<file path="src/rtl/spm_prog_loader_pkg.sv">
// Shared definitions for the SPM program loader: FSM states and SPM test-port
// strobe/direction encodings.
package spm_prog_loader_pkg;

    typedef enum logic [2:0] {
        IDLE,
        WRITE,
        VRD,
        VWAIT,
        CMP,
        DONE
    } state_t;

    localparam logic SPM_RW_WRITE   = 1'b1;
    localparam logic SPM_RW_READ    = 1'b0;
    localparam logic SPM_AS_ENABLE  = 1'b0;
    localparam logic SPM_AS_DISABLE = 1'b1;

endpackage

</file>
<file path="src/rtl/spm_prog_loader_rd_pipe.sv">
// Read-latency tracker: a tag enters with each read strobe and emerges RD_LAT
// cycles later, marking the cycle in which spm_rd_data holds that read's word.
module spm_rd_pipe #(
    parameter int unsigned RD_LAT = 1
) (
    input  logic clk,
    input  logic flush,
    input  logic rd_issue,
    output logic rd_capture
);

    logic [RD_LAT-1:0] tag;

    always_ff @(posedge clk) begin
        if (flush) begin
            tag <= '0;
        end else begin
            tag <= RD_LAT'({tag, rd_issue});
        end
    end

    assign rd_capture = tag[RD_LAT-1];

endmodule

</file>
<file path="src/rtl/spm_prog_loader.sv">
// Streams an instruction image from a valid/ready source into the SPM test
// port, optionally verifies it by readback checksum, then enables the CPU.
module spm_prog_loader
    import spm_prog_loader_pkg::*;
#(
    parameter int unsigned AW     = 30,
    parameter int unsigned DW     = 32,
    parameter int unsigned CW     = 16,
    parameter int unsigned RD_LAT = 1
) (
    input  logic          clk,
    input  logic          reset,
    input  logic          start,
    input  logic          abort,
    input  logic [AW-1:0] base_addr,
    input  logic [CW-1:0] word_cnt,
    input  logic          verify_en,
    input  logic          auto_run,
    input  logic          in_valid,
    input  logic [DW-1:0] in_data,
    output logic          in_ready,
    output logic [AW-1:0] spm_addr,
    output logic          spm_as_,
    output logic          spm_rw,
    output logic [DW-1:0] spm_wr_data,
    input  logic [DW-1:0] spm_rd_data,
    output logic          busy,
    output logic          done,
    output logic          error,
    output logic [DW-1:0] checksum,
    output logic          cpu_en
);

    state_t        state;
    logic [AW-1:0] base_q;
    logic [CW-1:0] cnt_q;
    logic          verify_q;
    logic          auto_q;
    logic [CW-1:0] wr_idx;
    logic [CW-1:0] rd_idx;
    logic [CW-1:0] cap_idx;
    logic [DW-1:0] vsum;
    logic          rd_issue;
    logic          rd_capture;

    assign in_ready = (state == WRITE);
    // The read strobe currently on the bus is what starts the latency count.
    assign rd_issue = (spm_as_ == SPM_AS_ENABLE) && (spm_rw == SPM_RW_READ);

    spm_rd_pipe #(.RD_LAT(RD_LAT)) u_rd_pipe (
        .clk        (clk),
        .flush      (reset | abort),
        .rd_issue   (rd_issue),
        .rd_capture (rd_capture)
    );

    always_ff @(posedge clk) begin
        if (reset) begin
            state       <= IDLE;
            spm_as_     <= SPM_AS_DISABLE;
            spm_rw      <= SPM_RW_READ;
            spm_addr    <= '0;
            spm_wr_data <= '0;
            busy        <= 1'b0;
            done        <= 1'b0;
            error       <= 1'b0;
            checksum    <= '0;
            cpu_en      <= 1'b0;
            base_q      <= '0;
            cnt_q       <= '0;
            verify_q    <= 1'b0;
            auto_q      <= 1'b0;
            wr_idx      <= '0;
            rd_idx      <= '0;
            cap_idx     <= '0;
            vsum        <= '0;
        end else if (abort) begin
            state   <= IDLE;
            spm_as_ <= SPM_AS_DISABLE;
            busy    <= 1'b0;
            done    <= 1'b0;
            cpu_en  <= 1'b0;
        end else begin
            spm_as_ <= SPM_AS_DISABLE;
            done    <= 1'b0;
            case (state)
                IDLE: begin
                    if (start) begin
                        base_q   <= base_addr;
                        cnt_q    <= word_cnt;
                        verify_q <= verify_en;
                        auto_q   <= auto_run;
                        error    <= 1'b0;
                        checksum <= '0;
                        wr_idx   <= '0;
                        rd_idx   <= '0;
                        cap_idx  <= '0;
                        vsum     <= '0;
                        if (word_cnt == '0) begin
                            state  <= DONE;
                            done   <= 1'b1;
                            busy   <= 1'b0;
                            cpu_en <= auto_run;
                        end else begin
                            state  <= WRITE;
                            busy   <= 1'b1;
                            cpu_en <= 1'b0;
                        end
                    end
                end
                WRITE: begin
                    if (in_valid) begin
                        spm_as_     <= SPM_AS_ENABLE;
                        spm_rw      <= SPM_RW_WRITE;
                        spm_addr    <= base_q + AW'(wr_idx);
                        spm_wr_data <= in_data;
                        checksum    <= checksum + in_data;
                        wr_idx      <= wr_idx + CW'(1);
                        if (wr_idx == cnt_q - CW'(1)) begin
                            if (verify_q) begin
                                state <= VRD;
                            end else begin
                                state  <= DONE;
                                done   <= 1'b1;
                                busy   <= 1'b0;
                                cpu_en <= auto_q;
                            end
                        end
                    end
                end
                VRD: begin
                    spm_as_  <= SPM_AS_ENABLE;
                    spm_rw   <= SPM_RW_READ;
                    spm_addr <= base_q + AW'(rd_idx);
                    rd_idx   <= rd_idx + CW'(1);
                    if (rd_idx == cnt_q - CW'(1)) begin
                        state <= VWAIT;
                    end
                    if (rd_capture) begin
                        vsum    <= vsum + spm_rd_data;
                        cap_idx <= cap_idx + CW'(1);
                    end
                end
                VWAIT: begin
                    // The last read can only return here, never while still in VRD.
                    if (rd_capture) begin
                        vsum    <= vsum + spm_rd_data;
                        cap_idx <= cap_idx + CW'(1);
                        if (cap_idx == cnt_q - CW'(1)) begin
                            state <= CMP;
                        end
                    end
                end
                CMP: begin
                    if (vsum == checksum) begin
                        state  <= DONE;
                        done   <= 1'b1;
                        busy   <= 1'b0;
                        cpu_en <= auto_q;
                    end else begin
                        state <= IDLE;
                        error <= 1'b1;
                        busy  <= 1'b0;
                    end
                end
                DONE: begin
                    state <= IDLE;
                end
                default: begin
                    state <= IDLE;
                end
            endcase
        end
    end

endmodule
</file>
<file path="config.mk">
export PLATFORM = sky130hd
export DESIGN_NAME = spm_prog_loader
export DESIGN_NICKNAME = d
export VERILOG_FILES = /design/src/rtl/spm_prog_loader_pkg.sv /design/src/rtl/spm_prog_loader_rd_pipe.sv /design/src/rtl/spm_prog_loader.sv
export SDC_FILE = /design/constraint.sdc
export NUM_CORES = 1
export LEC_CHECK = 0
export CORE_MARGIN = 2
export CORE_UTILIZATION = 55
export DETAILED_ROUTE_END_ITERATION = 10
export PLACE_DENSITY = 0.78
export RECOVER_POWER = 25
export SETUP_SLACK_MARGIN = 0.1
export SLEW_MARGIN = 20
export SYNTH_ARGS = -nofsm -noshare
export SYNTH_HDL_FRONTEND = slang
export SYNTH_SLANG_ARGS = --single-unit
</file>
<file path="constraint.sdc">
create_clock -name clk -period 6.9 [get_ports clk]
set_clock_uncertainty 0.1 [all_clocks]
set_input_delay 2.07 -clock clk [delete_from_list [all_inputs] [get_ports clk]]
set_output_delay 2.07 -clock clk [all_outputs]
set_load 0.01 [all_outputs]
</file>
==> results.cfg, run 1 <==
[critical_path]
cp.arrival_ns = 5.56
worstSetupStartpointType = input port
slowest_stage = nor4b_1
r2r_end = spm_addr[19]
cpMostUsedCell = a211oi_1
cp_max_fo = 5
rr_startpoint = state[2]
crit_required_ns = 7.22
r2r_setup_slack_ns = 1.95
crit_chain = clkdlybuf4s50_1, ha_1, fa_1, a211oi_1, nor4_1, nor4b_1, o31ai_1, a211oi_1, nor2_1, o21a_1, or3_1, a32o_1
cpPeakStageDelay_ns = 0.49
cp-end-kind = register
ff2ff_path_depth = 14
path_class = input port to register

[placement]
pre_cts_ws_ns = 1.20
gp_congestion = 0.943
io_buffers = 217
place_hpwl_um = 30700

[hold_path]
hp-class = register to register
min_from = spm_addr[12]
whs_endpoint = spm_addr[12]
whs_path_depth = 2

[synth]
synth-compound-area-share = 0.214
syn-cell-area_um2 = 14000
synth_seq_area_share = 0.332
synth-adder-area-share = 0.0777
synth_nets = 1950
synth_edf_count = 0
synth.yosys.warnings = 0
yosys.area_share.simple = 0.209
yosysUniqueCellTypes = 72
syn_area_per_cell_um2 = 7.99
ys_seq_elements = 232
synth_top_family_by_area = compound AO/OA/AOI/OAI gates
synth_xor_area_frac = 0.119
synth_ff_type = dfxtp_1
synthCells = 1748
synthMuxAreaShare = 0.0165
async_flop_share = 0

[clock_tree]
ctsResizeCount = 0
cts_root_buf = clkbuf_16
cts_tree = done
clk_path_buf_depth = 3
cts-buffers-inserted = 26
clkTransAtPathRegs_ns = 0.06
clock_latency_ns = 0.54
clock-sinks = 232
cts_setup_buffers = 0
ctsHoldBuffers = 0
ctsHtreeMaxLevel = 1

[timing]
period_needed_ns = 5.24
maxSlewViolCount = 0
setup_violations = 0
timing.slew.headroom = 0.107
post-route-period-util = 0.759
worst_pin_slew_ns = 1.34
rsz0062_at_grt = false
hold_viol_final = 0
fin_setup_tns_ns = 0
finalWorstSetupSlack_ns = 1.66
clock.fmax_mhz = 191

[route]
wirelength_um = 41600
num_vias = 13500
drt-initial-drc-count = 976
ant_nets = 0
dr.pass1.iters = 5
wl_per_cell_um = 18.4
route.detailed.drc = 0
viasPerCell = 5.95

[pwr]
pwr-share-seq = 0.426
power_density_nw_per_um2 = 189
leakage_nw = 6.92
switchingPower_uw = 826
clock_power_share = 0.445
p_int_mw = 2.43
ir_drop_v = 0.000173
p_comb_frac = 0.129
p_sw_frac = 0.253

[global_routing]
grt_pass1_wl_um = 66300
antenna_found_initial = 1
grt_overflow = 0
grt_max_degree = 91
gr-usage-all-layers = 0.307
grt_pass1_vias = 13100

[final_layout]
n_fill_cell = 2105
drive_gt1_frac = 0.0440
nets = 2120
fin_util = 0.688
diodes = 0
area_delta_synth_final_pct = 23.2

[status]
status = complete, no violations

[floorplan]
start_util = 0.558
rows = 58
ios = 218
die_y_um = 163
core-area_um2 = 25000
die_area_um2 = 26700
die_w_um = 163

[run]
maxCapViolCount = 0
[power groups by stage]
stage / logic (mW) / registers [mW] / clock network [mW]
final: 0.421 / 1.39 / 1.45
after global routing: 0.462 / 1.39 / 1.52
after CTS: 0.420 / 1.39 / 1.46
after detailed placement: 0.417 / 1.42 / 0
after global placement: 0.410 / 1.42 / 0
after floorplan: 0.265 / 1.41 / 0
[layout by cell type, fill, tap and decap left out, types with 72 or more instances in the layout]
master,instances
xor2_1,74
dlygate4sd3_1,72
clkdlybuf4s50_1,144
nor2_1,140
a21oi_1,194
dfxtp_1,232
xnor2_1,108
nand2_1,271
ha_1,82
o21ai_0,72
[state kept, by name, summed over array words and instances (netlist names), 3 cells and up]
signal,flops
wr_idx,16
checksum,32
cap_idx,16
spm_addr,30
base_q,30
vsum,32
rd_idx,16
spm_wr_data,32
cnt_q,16
state,3
[cells in the mapped netlist (5+ instances only)]
library cell	count	share of area
o2111ai_1	6	0.0038
nand4_1	33	0.015
o21a_1	9	0.0048
a31oi_1	20	0.0090
mux2i_1	5	0.0036
o21ai_0	72	0.026
and2_1	7	0.0031
nor2_1	142	0.038
nand3b_1	5	0.0027
a211oi_1	12	0.0064
or2_2	7	0.0031
o21bai_1	11	0.0059
a21o_1	41	0.022
mux2_2	16	0.013
a22oi_1	34	0.018
xnor2_1	108	0.068
and3_1	15	0.0067
dfxtp_1	232	0.33
inv_1	27	0.0073
nor2b_1	16	0.0072
or3_1	24	0.011
nor3_1	33	0.012
nor4_1	14	0.0063
a32o_1	9	0.0064
nand2b_1	10	0.0045
a21oi_1	195	0.070
ha_1	82	0.073
clkbuf_1	72	0.019
nand3_1	37	0.013
a22o_1	11	0.0069
o211ai_1	6	0.0032
and4_1	7	0.0044
buf_1	7	0.0019
xor2_1	74	0.046
o31a_1	5	0.0031
o31ai_1	6	0.0032
a2111oi_0	8	0.0050
nand2_1	271	0.073
[worst max path at each step]
stage	to	startpoint	cells past startpoint
2_1_floorplan	vsum[18]	spm_rd_data[0]	11
3_3_place_gp	vsum[18]	spm_rd_data[0]	12
3_5_place_dp	vsum[18]	spm_rd_data[0]	12
4_1_cts	vsum[18]	spm_rd_data[0]	12
5_1_grt	vsum[18]	spm_rd_data[0]	12
6_report	vsum[18]	spm_rd_data[0]	12
[area by class of cell]
cell class	count	area, um2	area share
clock inverters	8	118	0.00683
multi-input cells	1403	8910	0.518
well taps	330	413	0.0240
clock buffers	36	769	0.0447
inverters	28	105	0.00611
repair buffers	227	2250	0.131
flip-flops and latches	232	4640	0.270
[kinds of logic after synthesis]
| group | Yosys count |
|---|---|
| AO/OA/AOI/OAI | 477 |
| XOR/XNOR | 185 |
| adder cells (fa/ha/maj) | 85 |
| buffers and inverters | 113 |
| flip-flops | 232 |
| multiplexers | 21 |
| AND/OR/NAND/NOR | 635 |
[metrics by stage]
stage	cell area (um2)	power, mW	hold WS (ns)	cells
detailed placement	16300	1.84	0.346	2220
global placement	16300	1.83	0.342	2219
finish	17200	3.26	0.346	2264
CTS	17200	3.27	0.352	2264
floorplan	14000	1.67	0.337	1748
global route	17200	3.38	0.363	2264
[worst max-delay path, delay by kind of cell]
family	cells	cell delay (ns)
fa+ha+maj	2	0.68
simple gates	4	1.02
compound gates	5	1.40
buf+inv	1	0.41
[per-layer routing]
layer / global-route usage / wire [um] / vias up
met2: 0.524 / 19800 / 457
met4: 0.152 / 2220 / 0
met1: 0.379 / 17300 / 6321
met5: 0 / 0 / -
met3: 0.0449 / 2300 / 122
li1: - / - / 6573
No activity file was read; power rests on OpenSTA's default activity.
==> run 2, diff against run 1 <==
--- a/config.mk
+++ b/config.mk
@@ -6,9 +6,9 @@
 export NUM_CORES = 1
 export LEC_CHECK = 0
 export CORE_MARGIN = 2
-export CORE_UTILIZATION = 55
+export CORE_UTILIZATION = 50
 export DETAILED_ROUTE_END_ITERATION = 10
-export PLACE_DENSITY = 0.78
+export PLACE_DENSITY = 0.75
 export RECOVER_POWER = 25
 export SETUP_SLACK_MARGIN = 0.1
 export SLEW_MARGIN = 20
==> constraint.sdc (replaced) <==
create_clock -name clk -period 4.76 [get_ports clk]
set_clock_uncertainty 0.1 [all_clocks]
set_input_delay 1.428 -clock clk [delete_from_list [all_inputs] [get_ports clk]]
set_output_delay 1.428 -clock clk [all_outputs]
set_load 0.01 [all_outputs]
==> run 2 against run 1 <==
  * The flow now finishes with violations (max-capacitance violations, max-slew violations)
  * Setup slack lost 1.4 ns
  * Wire length is 3.3% higher
  * Die area grew 9.8%
  * Worst hold slack lost 0.00059 ns
  * Critical path depth is 6 lower
  * Largest cell class unchanged
  * Largest power group unchanged
==> results.cfg, run 2 (synthesized netlist as in run 1, its figures left out) <==
[global_routing]
gr-usage-all-layers = 0.288
grt_pass1_vias = 13200
grt_pass1_wl_um = 67700
antenna_found_initial = 2
grt_max_degree = 70
grt_overflow = 0

[final_layout]
nets = 2142
area_delta_synth_final_pct = 24.6
final_cell_mix = nand2_1, dfxtp_1, a21oi_1, clkdlybuf4s50_1, nor2_1
fin_util = 0.630
drive_gt1_frac = 0.0536
n_fill_cell = 2516
final_area_um2 = 17400
diodes = 0
layout.cells.non_filler = 2336
final_common_cell = nand2_1
top_regs = checksum: 32 flops, spm_wr_data: 32 flops, vsum: 32 flops

[critical_path]
crit_required_ns = 5.11
cpPeakStageDelay_ns = 1.74
cp_max_fo = 51
crit_buf_inv = 2
slowest_stage = buf_1
cpMostUsedCell = nand2_1
path_class = input port to register
r2r_setup_slack_ns = 0.39
crit_family = buffers and inverters
cp.arrival_ns = 4.87
worstSetupStartpointType = input port
cp-end-kind = register
crit_chain = dlygate4sd3_1, nand2_1, nor2_4, buf_1, nand2_1, a21oi_1

[floorplan]
die_area_um2 = 29300
rows = 61
die_w_um = 171
core-area_um2 = 27600
die_y_um = 171
start_util = 0.506
ios = 218

[timing]
timing.slew.headroom = -0.614
period_needed_ns = 4.52
rsz0062_at_grt = false
hold_viol_final = 0
setup_violations = 0
clock.fmax_mhz = 221
worst_pin_slew_ns = 2.42
post-route-period-util = 0.949
maxSlewViolCount = 52

[placement]
io_buffers = 217
dpl_cell_area_um2 = 16500
gp_congestion = 0.901
place_hpwl_um = 32400
place_inst = 2289

[status]
violations = max-capacitance violations, max-slew violations
status = finished, violations left

[route]
ant_nets = 0
viasPerCell = 5.81
route.detailed.drc = 0
num_vias = 13600
drt-initial-drc-count = 993
wirelength_um = 43000
dr.pass1.iters = 7
wl_per_cell_um = 18.4

[hold_path]
hp-class = register to register

[clock_tree]
clock_latency_ns = 0.54
cts_root_buf = clkbuf_16
ctsHtreeMaxLevel = 1
clock-sinks = 232
clk_path_buf_depth = 3
cts_tree = done
cts-buffers-inserted = 27
cts_setup_buffers = 0
clkTransAtPathRegs_ns = 0.06

[pwr]
leakage_nw = 6.95
ir_drop_v = 0.000347
power_density_nw_per_um2 = 270

[run]
maxCapViolCount = 1
## run 2: cell count changes in the layout (fill, tap and decap cells not counted), moves of 2 or more
cell             before  now
buf_4                 9   30
clkbuf_8              6   10
dlygate4sd3_1        72   52
clkdlybuf4s50_1     144  164
clkbuf_1              4    6
bufinv_16             3    1
## run 2: stage by stage
step	setup slack, ns	TNS, ns	total power, mW	hold WS [ns]
4_1_cts	0.338	0	4.73	0.350
5_1_grt	0.0613	0	4.87	0.363
6_report	0.242	0	4.70	0.346
2_1_floorplan	0.501	0	2.43	0.337
3_5_place_dp	-0.106	-0.175	2.68	0.346
3_3_place_gp	-0.0398	-0.0627	2.67	0.342
## run 2: final cells by class
class	count	area [um2]	share of cell area
tap	378	473	0.0272
timing repair buffer	248	2390	0.138
inverter	28	105	0.00604
clock inverter	5	53.8	0.00309
multi-input combinational	1403	8910	0.512
clock buffer	42	832	0.0478
sequential	232	4640	0.267
## run 2: what timing repair did
action / in CTS / in global routing
setup endpoints to repair: 0 / 3
resized for setup: 0 / 1
hold endpoints to repair: 0 / 0
hold buffers: 0 / 0
## run 2: worst paths after layout
| path | cells past startpoint | from | endpoint |
|---|---|---|---|
| max | 6 | in_valid | spm_wr_data[7] |
| min | 1 | spm_rw | u_rd_pipe.rd_capture |
| max reg2reg | 14 | state[0] | spm_addr[29] |
| min reg2reg | 1 | spm_rw | u_rd_pipe.rd_capture |
## run 2: per-layer routing
metal  part of all wire  GRT usage  vias up
met5                  0          0        -
met2               0.49      0.512      424
met3              0.059     0.0442      101
li1                   -          -     6627
met4              0.043      0.117        0
met1               0.41      0.348     6416
## run 2: worst reg2reg max path, delay by kind of cell, from the launching register on
kind	cells	cell delay (ns)
flops	1	0.52
simple gates	3	0.86
compound gates	8	1.85
mux	1	0.44
buf+inv	1	0.19
fa+ha+maj	1	0.29
## run 2: power breakdown
| part | switching (mW) | leakage, nW | internal [mW] |
|---|---|---|---|
| clock network | 0.822 | 0.441 | 1.24 |
| logic | 0.342 | 4.64 | 0.282 |
| registers | 0.0425 | 1.88 | 1.97 |
| total | 1.21 | 6.95 | 3.50 |
==> run 3, diff against run 2 <==
--- a/config.mk
+++ b/config.mk
@@ -14,4 +14,5 @@
 export SLEW_MARGIN = 20
 export SYNTH_ARGS = -nofsm -noshare
 export SYNTH_HDL_FRONTEND = slang
+export SYNTH_HIERARCHICAL = 1
 export SYNTH_SLANG_ARGS = --single-unit
==> constraint.sdc (replaced) <==
create_clock -name clk -period 4.76 [get_ports clk]
set_clock_uncertainty 0.1 [all_clocks]
set_input_delay 0.952 -clock clk [delete_from_list [all_inputs] [get_ports clk]]
set_output_delay 0.952 -clock clk [all_outputs]
set_load 0.01 [all_outputs]
==> run 3 against run 2 <==
  * Synthesized area rose by 3.2%
  * Fmax rose by 8.4%
  * Global-route usage fell by 0.70 points
  * Via count rose by 4.0%
  * Clock power rose by 4%
  * Die area rose by 3.1%
  * Critical path type is now register to register
  * Total power rose by 3.3%
  * Design area rose by 2.3%
  * Setup slack improved by 0.35 ns
  * Largest cell class unchanged
  * The run still ends with max-capacitance violations, max-slew violations left
  * Sequential share of layout area fell by 0.60 points
  * Combinational power rose by 10%
  * Wire length rose by 2.2%
==> results.cfg, run 3 <==
[status]
status = finished, violations left
violations = max-capacitance violations, max-slew violations

[timing]
rsz0062_at_grt = false
setup_violations = 0
worst_pin_slew_ns = 2.15
clock.fmax_mhz = 240
post-route-period-util = 0.876
hold_viol_final = 0
period_needed_ns = 4.17
maxSlewViolCount = 105
fin_setup_tns_ns = 0
timing.slew.headroom = -0.433

[critical_path]
cp_max_fo = 22
crit_buf_inv = 1
crit_chain = buf_4, nand2_1, mux2_2, ha_1, fa_1, a21o_1, a21oi_1, o21bai_1, a41oi_1, o21ai_0, o41a_1, nand3_1, xor2_1, a211oi_1
crit_family = compound AO/OA/AOI/OAI gates
path_class = register to register
worstSetupStartpointType = register
crit_required_ns = 4.97
cpPeakStageDelay_ns = 0.51
slowest_stage = o41a_1
cp-end-kind = register
cp.arrival_ns = 4.38

[route]
num_vias = 14100
drt-initial-drc-count = 1103
wirelength_um = 43900
route.detailed.drc = 0
viasPerCell = 5.86
dr.pass1.iters = 7
wl_per_cell_um = 18.2
ant_nets = 0

[synth]
synth.area.top_cells = dfxtp_1, nand2_1, a21oi_1
synth_seq_area_share = 0.322
yosysMostFrequentCell = nand2_1
synth_common_cells = nand2_1, dfxtp_1, a21oi_1
synth.yosys.warnings = 6
ys_seq_elements = 232
synth_top_area_cell = dfxtp_1
synth_top_area_frac = 0.322
synth_edf_count = 0
synthCells = 1826
yosysUniqueCellTypes = 85
async_flop_share = 0
synth_nets = 2028
synth_ff_type = dfxtp_1
syn-cell-area_um2 = 14400
syn_area_per_cell_um2 = 7.89

[clock_tree]
cts_setup_buffers = 0
clock-sinks = 232
cts_tree = done
clock_latency_ns = 0.54
clkTransAtPathRegs_ns = 0.06
ctsHtreeMaxLevel = 1
cts-buffers-inserted = 27
cts_root_buf = clkbuf_16
clk_path_buf_depth = 3

[pwr]
leakage_nw = 7.26
power_density_nw_per_um2 = 273
ir_drop_v = 0.000211

[global_routing]
antenna_found_initial = 5
gr-usage-all-layers = 0.281
grt_max_degree = 83
grt_pass1_wl_um = 69600
grt_overflow = 0
grt_pass1_vias = 13300

[final_layout]
nets = 2202
top_regs = checksum: 32 flops, spm_wr_data: 32 flops, vsum: 32 flops
drive_gt1_frac = 0.0535
layout.cells.non_filler = 2408
final_cell_mix = nand2_1, dfxtp_1, a21oi_1, clkdlybuf4s50_1, nor2_1
area_delta_synth_final_pct = 23.6
final_common_cell = nand2_1
n_fill_cell = 2591

[placement]
place_inst = 2355
place_hpwl_um = 32600
io_buffers = 217
gp_congestion = 0.933

[hold_path]
hp-class = register to register

[floorplan]
rows = 62
ios = 218
die_w_um = 174
start_util = 0.505
core-area_um2 = 28500
die_area_um2 = 30200
die_y_um = 174

[run]
maxCapViolCount = 3
==> run 3: changes by cell type after synthesis, sizes merged, moves of 8 or more <==
cell / previous run / this run
a21oi: 195 / 207
a21o: 41 / 31
nand2: 271 / 298
nand3: 37 / 50
o21ai: 73 / 86
a32o: 9 / 1
nor4: 15 / 27
xor2: 75 / 115
xnor2: 108 / 78
==> run 3: cell families after synthesis <==
group,after synthesis,synth area share
adders and majority gates,85,0.0754
AOI/OAI and AO/OA,486,0.209
and+or+nand+nor,678,0.220
buffers and inverters,127,0.0350
DFF,232,0.322
xor gates and xnor gates,195,0.120
muxes,23,0.0181
==> run 3: power by group <==
part,internal [mW],switching [mW]
registers,1.98,0.0448
logic,0.303,0.385
clock network,1.30,0.849
==> run 3: cell type report <==
cell class	instances	area, um2	area share
Inverter	32	120	0.00674
Antenna cell	5	12.5	0.000703
Clock buffer	38	777	0.0436
Clock inverter	10	148	0.00829
Sequential cell	232	4640	0.261
Multi-Input combinational cell	1467	9290	0.522
Timing Repair Buffer	240	2330	0.131
Tap cell	384	480	0.0270
==> run 3: timing repair <==
action / 4_1_cts / 5_1_grt
hold buffers: 0 / 0
endpoints found under the setup margin: 0 / 2
resized for setup: 0 / 1
==> run 3: worst paths after layout <==
path,from,cells after the start,slack (ns),endpoint
worst max-delay path,state[1],14,0.59,spm_addr[18]
worst min-delay path,error,2,0.35,error
worst max register to register,state[1],14,0.59,spm_addr[18]
worst min register to register,error,2,0.35,error
==> run 3: tightest hold or removal path, delay by kind of cell, from the launching register on <==
kind               cells  cell delay [ns]
and+or+nand+nor        1             0.05
DFF                    1             0.30
AOI/OAI and AO/OA      1             0.05
==> run 3: layer usage <==
layer  vias to the layer above  routed length (um)  global-route usage
met5                         -                   0                   0
met4                         0                1590               0.111
met3                       101                2320              0.0428
met2                       439               21400               0.483
met1                      6721               18600               0.355
li1                       6849                   -                   -
==> run 3: through the flow <==
stage / hold WS (ns) / setup slack, ns / power (mW) / utilization / area, um2
after CTS: 0.354 / 0.532 / 4.89 / 0.624 / 17800
final: 0.350 / 0.592 / 4.86 / 0.624 / 17800
after floorplan: 0.337 / 0.699 / 2.47 / - / 14400
after global routing: 0.369 / 0.262 / 5.04 / 0.624 / 17800
after detailed placement: 0.346 / 0.297 / 2.74 / 0.591 / 16900
after global placement: 0.342 / 0.326 / 2.73 / 0.591 / 16900
